--- src/rtl/axi_rd_arbiter.sv ---
// Two-master AXI4 read arbiter (fetch m0, load m1) sharing one AR/R channel to memory.
// Latency: request seen in idle at cycle N drives s_arvalid_o at N+1; AR/R are pass-through.
// Backpressure: no buffering; arready/rready are combinational pass-throughs of the other side.
//
// Ports:
//   clock, reset               : system clock, synchronous active-high reset
//   m0_ar*/m0_r*               : fetch/icache refill read port (AXI4 AR/R subset)
//   m1_ar*/m1_r*               : LSU load read port (same shape as m0)
//   s_ar*/s_r*                 : read port towards the memory crossbar
//   busy_o                     : a transaction is in flight
//   grant_o                    : current owner, or last owner when idle (0 = m0, 1 = m1)
module axi_rd_arbiter #(
  parameter int ADDR_W = 32,
  parameter int DATA_W = 32,
  parameter int LEN_W  = 8
) (
  input  logic              clock,
  input  logic              reset,

  input  logic [ADDR_W-1:0] m0_araddr_i,
  input  logic [LEN_W-1:0]  m0_arlen_i,
  input  logic              m0_arvalid_i,
  output logic              m0_arready_o,
  output logic [DATA_W-1:0] m0_rdata_o,
  output logic [1:0]        m0_rresp_o,
  output logic              m0_rlast_o,
  output logic              m0_rvalid_o,
  input  logic              m0_rready_i,

  input  logic [ADDR_W-1:0] m1_araddr_i,
  input  logic [LEN_W-1:0]  m1_arlen_i,
  input  logic              m1_arvalid_i,
  output logic              m1_arready_o,
  output logic [DATA_W-1:0] m1_rdata_o,
  output logic [1:0]        m1_rresp_o,
  output logic              m1_rlast_o,
  output logic              m1_rvalid_o,
  input  logic              m1_rready_i,

  output logic [ADDR_W-1:0] s_araddr_o,
  output logic [LEN_W-1:0]  s_arlen_o,
  output logic              s_arvalid_o,
  input  logic              s_arready_i,
  input  logic [DATA_W-1:0] s_rdata_i,
  input  logic [1:0]        s_rresp_i,
  input  logic              s_rlast_i,
  input  logic              s_rvalid_i,
  output logic              s_rready_o,

  output logic              busy_o,
  output logic              grant_o
);

  typedef enum logic [1:0] {
    ST_IDLE = 2'd0,
    ST_ADDR = 2'd1,
    ST_DATA = 2'd2
  } state_t;

  typedef struct packed {
    logic [ADDR_W-1:0] addr;
    logic [LEN_W-1:0]  len;
  } ar_req_t;

  state_t  state_q, state_d;
  logic    grant_q, grant_d;
  logic    last_grant_q, last_grant_d;
  logic    any_req;
  logic    winner;
  logic    r_done;
  ar_req_t m0_req, m1_req, sel_req;

  assign m0_req  = {m0_araddr_i, m0_arlen_i};
  assign m1_req  = {m1_araddr_i, m1_arlen_i};
  assign sel_req = grant_q ? m1_req : m0_req;

  // Round-robin: a lone requester wins; on a tie the master that did not
  // own the previous transaction wins. Only consulted in idle.
  always_comb begin
    any_req = m0_arvalid_i | m1_arvalid_i;
    if (m0_arvalid_i && m1_arvalid_i) begin
      winner = ~last_grant_q;
    end else begin
      winner = m1_arvalid_i;
    end
  end

  // The burst ends on the handshake of the beat carrying rlast; the grant
  // stays locked until then, even if error responses come back earlier.
  assign r_done = (state_q == ST_DATA) && s_rvalid_i && s_rready_o && s_rlast_i;

  always_ff @(posedge clock) begin
    if (reset) begin
      state_q      <= ST_IDLE;
      grant_q      <= 1'b1;
      last_grant_q <= 1'b1;
    end else begin
      state_q      <= state_d;
      grant_q      <= grant_d;
      last_grant_q <= last_grant_d;
    end
  end

  always_comb begin
    state_d      = state_q;
    grant_d      = grant_q;
    last_grant_d = last_grant_q;
    case (state_q)
      ST_IDLE: begin
        if (any_req) begin
          grant_d = winner;
          state_d = ST_ADDR;
        end
      end
      ST_ADDR: begin
        if (s_arready_i) begin
          state_d = ST_DATA;
        end
      end
      ST_DATA: begin
        if (r_done) begin
          last_grant_d = grant_q;
          state_d      = ST_IDLE;
        end
      end
      default: begin
        state_d = ST_IDLE;
      end
    endcase
  end

  // Channel muxing depends only on state and grant, so there is no
  // combinational path from a master's arvalid to s_arvalid_o.
  always_comb begin
    s_arvalid_o  = 1'b0;
    s_araddr_o   = '0;
    s_arlen_o    = '0;
    m0_arready_o = 1'b0;
    m1_arready_o = 1'b0;
    s_rready_o   = 1'b0;
    m0_rvalid_o  = 1'b0;
    m0_rdata_o   = '0;
    m0_rresp_o   = '0;
    m0_rlast_o   = 1'b0;
    m1_rvalid_o  = 1'b0;
    m1_rdata_o   = '0;
    m1_rresp_o   = '0;
    m1_rlast_o   = 1'b0;

    if (state_q == ST_ADDR) begin
      s_arvalid_o = 1'b1;
      s_araddr_o  = sel_req.addr;
      s_arlen_o   = sel_req.len;
      if (grant_q) begin
        m1_arready_o = s_arready_i;
      end else begin
        m0_arready_o = s_arready_i;
      end
    end

    if (state_q == ST_DATA) begin
      if (grant_q) begin
        s_rready_o  = m1_rready_i;
        m1_rvalid_o = s_rvalid_i;
        m1_rdata_o  = s_rdata_i;
        m1_rresp_o  = s_rresp_i;
        m1_rlast_o  = s_rlast_i;
      end else begin
        s_rready_o  = m0_rready_i;
        m0_rvalid_o = s_rvalid_i;
        m0_rdata_o  = s_rdata_i;
        m0_rresp_o  = s_rresp_i;
        m0_rlast_o  = s_rlast_i;
      end
    end
  end

  assign busy_o  = (state_q != ST_IDLE);
  assign grant_o = grant_q;

endmodule

--- config.mk ---
export PLATFORM = sky130hd
export DESIGN_NAME = axi_rd_arbiter
export DESIGN_NICKNAME = d
export VERILOG_FILES = /design/src/rtl/axi_rd_arbiter.sv
export SDC_FILE = /design/constraint.sdc
export NUM_CORES = 1
export LEC_CHECK = 0
export ABC_AREA = 1
export CAP_MARGIN = 20
export CORE_AREA = 4 4 91 93
export DETAILED_ROUTE_END_ITERATION = 16
export DIE_AREA = 0 0 95 97
export DONT_BUFFER_PORTS = 1
export HOLD_SLACK_MARGIN = 0.03
export PLACE_DENSITY = 0.38
export SYNTH_ARGS = -nofsm -noshare
export SYNTH_HDL_FRONTEND = slang
export SYNTH_SLANG_ARGS = --single-unit
--- constraint.sdc ---
create_clock -name clock -period 3 [get_ports clock]
set_input_delay 0.6 -clock clock [delete_from_list [all_inputs] [get_ports clock]]
set_output_delay 0.6 -clock clock [all_outputs]
set_load 0.005 [all_outputs]
==> impl_metrics.csv, run 1 <==
group,metric,value,unit
final_layout,synthToLayoutAreaGrowth,3.305,%
grt,grt_pass1_vias,1482,
synth,synth_edf_count,0,
power_and_ir_drop,cellPowerDensity,291.2,mW/mm²
floorplanning,ios,241,
run,max_cap_violations,0,
power_and_ir_drop,max-vdd-ir-drop,0.0001964,V
critical_path,crit_start,"grant_o",
clocking,h-tree-depth,1,
synth,ys_seq_area_share,6.220,%
sta,worst_pin_slew,715.2,ps
sta,finalHoldViolations,0,
clocking,clk_root_buffer_cell,"clkbuf_8",
clocking,cts_resized,0,
routing,wl_per_cell,15.61,µm
critical_path,path_buf_inv,1,
sta,min_period,2238,ps
synth,netlist.area_leader.share,25.66,%
sta,fin_setup_tns,0,ps
sta,rsz0062_at_grt,"false",
critical_path,r2r_start,"grant_o",
final_layout,final_nets,394,
grt,grt_pass1_wl,8114,µm
clocking,ctsHoldBuffers,0,
floorplanning,coreArea,0.007527,mm²
synth,synth_top_area_cell,"nand2_1",
placed_design,dp_slack,974.7,ps
floorplanning,dieArea,0.009215,mm²
sta,skew,0.3102,ps
synth,synth_cell_type_count,19,
critical_path,worst_path_dominant_cell_family,"simple AND/OR/NAND/NOR gates",
sta,postLayoutSetupSlackWorst,762.0,ps
critical_path,start_kind,"flop",
critical_path,crit_path_top_delay_cell,"inv_2",
placed_design,io_buffer_count,0,
routing,drt_iter0_markers,81,
synth,synth_cells,284,
synth,synth_seq_cells,4,
synth,synthArstFlopShare,0,%
sta,report.final.slew_viol_count,0,
clocking,clk_pin_slew_worst_paths,30,ps
critical_path,worst-endpoint-arrival,1640,ps
synth,synth.avg_cell_area,4.533,µm²
critical_path,path_class,"flop to output pin",
routing,num_vias,1694,
grt,grt_max_degree,48,
worst_hold_path,hp-start,"reset",
critical_path,slowest_delay,520,ps
floorplanning,start_util,17.10,%
final_layout,diodes,0,
clocking,cts_setup_buffers,0,
clocking,cts_buffers,3,
placed_design,gp_congestion,0.7130,
clocking,cts_tree,"done",
floorplanning,fp-row-count,32,
sta,max-slew-margin-rel,52.25,%
power_and_ir_drop,p_leak,0.7416,nW
final_layout,drive_above_1_share,5.204,%
worst_hold_path,hold_path.class,"primary input to flop",
placed_design,dp_hpwl,5003,µm
final_layout,final_cell_count_no_fill,371,
routing,viasPerCell,4.566,
synth,ys.flop_type,"dfxtp_1",
synth,synth_fp_nets,407,
placed_design,dpl_cell_area,0.001289,mm²
synth,yosys_warnings,0,
synth,yosys-top-cells-count,"nand2_1, nor2_1, a21oi_1, inv_1, buf_2",
critical_path,cp_max_fo,44,
grt,antenna_found_initial,0,
sta,setup_viol,0,
clocking,insertion_delay,220,ps
synth,synth_top_cells_by_area,"nand2_1, nor2_1, a21oi_1, inv_1, dfxtp_1",
synth,yosysMostFrequentCell,"nand2_1",
grt,overflow,0,
floorplanning,die_x,95,µm
routing,drc,0,
sta,period_share,74.60,%
final_layout,fin_area,0.001330,mm²
placed_design,dp_cells,368,
routing,ant_nets,0,
clocking,cts.sinks,4,
sta,fmaxAchievable,446.8,MHz
routing,drt-total-wl,5790,µm
floorplanning,die_y,97,µm
routing,drtPass1Iterations,4,
status,outcome,"complete, no violations",
critical_path,required,2400,ps
critical_path,end_kind,"output pin",
grt,track_usage,11.26,%
critical_path,cp_cell_sequence,"inv_2 > nand2_4 > nor2_1",
synth,synth_area,0.001287,mm²
clocking,clk_path_buf_depth,2,
[flip-flops by register name, indices dropped and copies added, names as in the netlist]
name and cells:
state_q 2, grant_o 1, last_grant_q 1
[placed cells by master (no fill, tap or decap), drive strengths merged]
cell type	count
dfxtp	4
buf	1
nand4	1
o21ai	2
nand3	4
and2	1
or2	1
clkbuf	3
inv	42
a21oi	43
nor2	76
nand2	91
[report_power, final]
part | total (mW) | internal [mW] | switching (mW)
Clock | 0.115 | 0.0857 | 0.0293
Sequential | 0.0612 | 0.0581 | 0.00307
Combinational | 0.211 | 0.0506 | 0.161
[stage by stage]
stage               util (%)  total power, mW  hold slack (ps)
global placement       17.12           0.2726            454.7
global route           17.67           0.4349            441.2
finish                 17.67           0.3873            449.5
floorplan                  -           0.2454            428.3
CTS                    17.67           0.3960            444.2
detailed placement     17.12           0.2769            447.7
[worst paths after layout]
check / cells after the start / slack, ps / end
setup / recovery: 3 / 760 / m0_rdata_o[31]
hold / removal: 1 / 450 / state_q[1]
setup reg to reg: 6 / 1290 / last_grant_q
hold reg to reg: 2 / 480 / last_grant_q
[cell families (layout without fill, tap and decap cells)]
logic type | Yosys count | in the layout | share of synthesized area [%]
AND/OR/NAND/NOR | 174 | 174 | 53.26
buffers and inverters | 61 | 46 | 22.74
AO/OA/AOI/OAI | 45 | 45 | 17.78
flip-flops | 4 | 4 | 6.220
[layer usage]
metal,routed length (µm),part of all wire [%],vias up,global-route usage [%]
met4,34,0.59,0,2.664
met3,593,10,2,2.799
li1,-,-,815,-
met1,2043,35,728,11.73
met5,0,0,-,0
met2,3118,54,149,21.85
[cell type report]
cell class                 instances  area [µm²]
clock buffer                       3       41.29
fill                             900        6197
inverter                          42       157.7
multi-input combinational        219       914.6
sequential                         4       81.33
tap                              102       127.6
timing repair buffer               1       7.507
Power figures use the tool's default switching activity.
==> run 2, diff against run 1 <==
==> constraint.sdc (replaced) <==
create_clock -name clock -period 2.1 [get_ports clock]
set_input_delay 0.42 -clock clock [delete_from_list [all_inputs] [get_ports clock]]
set_output_delay 0.42 -clock clock [all_outputs]
set_load 0.005 [all_outputs]
==> run 2 against run 1 <==
Final cell count increased by 0.54%. First-iteration DRC count decreased by 32%. Sequential power increased by 49%. Critical path type unchanged.
==> impl_metrics.csv, run 2 (same netlist as run 1, synthesis figures left out) <==
group,metric,value,unit
status,outcome,"complete, no violations",
final_layout,top_register,"state_q",
power_and_ir_drop,clkPwrFrac,28.8,%
final_layout,largest_register_ffs,2,
critical_path,crit_path_top_delay_cell,"a21oi_1",
sta,report.final.slew_viol_count,0,
power_and_ir_drop,cellPowerDensity,415.3,mW/mm²
power_and_ir_drop,max-vdd-ir-drop,0.0001044,V
sta,max-slew-margin-rel,58.25,%
routing,ant_nets,0,
power_and_ir_drop,netSwitchingFraction,48.99,%
critical_path,path_class,"flop to output pin",
critical_path,cp_max_fo,41,
sta,fmaxAchievable,538.8,MHz
floorplanning,die_y,97,µm
routing,drtPass1Iterations,4,
clocking,ctsHoldBuffers,0,
clocking,clk_root_buffer_cell,"clkbuf_8",
critical_path,crit_path_frequent_cell,"inv_2",
critical_path,slowest_delay,380,ps
clocking,cts_buffers,3,
sta,rsz0062_at_grt,"false",
routing,viasPerCell,4.552,
run,max_cap_violations,0,
sta,skew,0.6849,ps
grt,track_usage,11.41,%
final_layout,synthToLayoutAreaGrowth,5.442,%
sta,worst_pin_slew,625.3,ps
final_layout,final_common_cell,"nand2_1",
clocking,cts_setup_buffers,0,
floorplanning,start_util,17.10,%
clocking,cts_resized,0,
grt,antenna_found_initial,0,
worst_hold_path,hold_path.class,"primary input to flop",
final_layout,fill_cells,897,
power_and_ir_drop,p_comb_share,55.0,%
critical_path,cp_cell_sequence,"inv_2 > nor2_2 > inv_2 > a21oi_1",
sta,fin_setup_tns,0,ps
clocking,h-tree-depth,1,
clocking,clk_path_buf_depth,2,
clocking,cts_tree,"done",
critical_path,end_kind,"output pin",
clocking,clk_pin_slew_worst_paths,30,ps
power_and_ir_drop,power,0.5638,mW
routing,drt_iter0_markers,55,
final_layout,drive_above_1_share,5.904,%
grt,grt_max_degree,43,
critical_path,worst-endpoint-arrival,1440,ps
power_and_ir_drop,power_switching,0.2762,mW
floorplanning,coreArea,0.007527,mm²
sta,min_period,1856,ps
sta,setup_viol,0,
power_and_ir_drop,intPower,0.2875,mW
sta,period_share,88.37,%
placed_design,io_buffer_count,0,
final_layout,layout_common_cells,"nand2_1, nor2_1, a21oi_1",
final_layout,diodes,0,
placed_design,gp_congestion,0.7413,
grt,overflow,0,
critical_path,start_kind,"flop",
floorplanning,dieArea,0.009215,mm²
clocking,cts.sinks,4,
floorplanning,die_x,95,µm
power_and_ir_drop,p_leak,0.7548,nW
power_and_ir_drop,p_seq_share,16.2,%
clocking,insertion_delay,220,ps
final_layout,final_nets,396,
routing,drc,0,
critical_path,required,1680,ps
routing,wl_per_cell,15.69,µm
routing,drt-total-wl,5852,µm
sta,finalHoldViolations,0,
grt,grt_pass1_vias,1532,
placed_design,dp_hpwl,5114,µm
grt,grt_pass1_wl,8128,µm
floorplanning,ios,241,
routing,num_vias,1698,
floorplanning,fp-row-count,32,
[run 2: cell types whose count changed in the layout (fill, tap and decap cells not counted)]
cell	change
buf_12	+1
buf_4	+1
[run 2: layer usage]
layer | wire length [µm] | track usage [%]
met1 | 2015 | 11.22
met2 | 3125 | 22.51
met3 | 661 | 3.421
met4 | 50 | 2.664
met5 | 0 | 0
[run 2: critical path, delay by kind of cell (launching register included)]
family                 cells  cell delay (ps)
DFF                        1              330
AOI/OAI and AO/OA          1              380
and+or+nand+nor            1              160
buffers and inverters      2              320
[run 2: final cells by class]
cell class                      count  area (µm²)  area share [%]
Clock buffer                        3       41.29           3.041
Inverter                           42       157.7           11.61
Multi-Input combinational cell    219       914.6           67.37
Sequential cell                     4       81.33           5.991
Timing Repair Buffer                3       35.03           2.581
Tap cell                          102       127.6           9.401
[run 2: worst paths after layout]
check | cells past startpoint | endpoint | slack [ps] | from
setup / recovery | 4 | s_araddr_o[30] | 240 | state_q[0]
hold / removal | 1 | state_q[1] | 270 | reset
setup reg to reg | 5 | state_q[0] | 790 | state_q[0]
hold reg to reg | 2 | last_grant_q | 460 | last_grant_q
[run 2: power by group through the flow]
stage | clock network, mW | registers [mW] | logic [mW]
global placement | 0 | 0.0923 | 0.311
detailed placement | 0 | 0.0925 | 0.318
finish | 0.162 | 0.0913 | 0.310
floorplan | 0 | 0.0882 | 0.262
global route | 0.175 | 0.0923 | 0.362
CTS | 0.166 | 0.0914 | 0.320
[run 2: through the flow]
stage | cell area, µm² | hold slack [ps] | cells | worst slack (ps) | utilization [%]
2_1_floorplan | 1287 | 428.3 | 284 | 748.4 | -
3_3_place_gp | 1316 | 455.9 | 370 | 431.1 | 17.49
3_5_place_dp | 1316 | 452.3 | 370 | 405.0 | 17.49
4_1_cts | 1358 | 264.6 | 373 | 160.1 | 18.04
5_1_grt | 1358 | 265.5 | 373 | 73.21 | 18.04
6_report | 1358 | 268.1 | 373 | 244.2 | 18.04
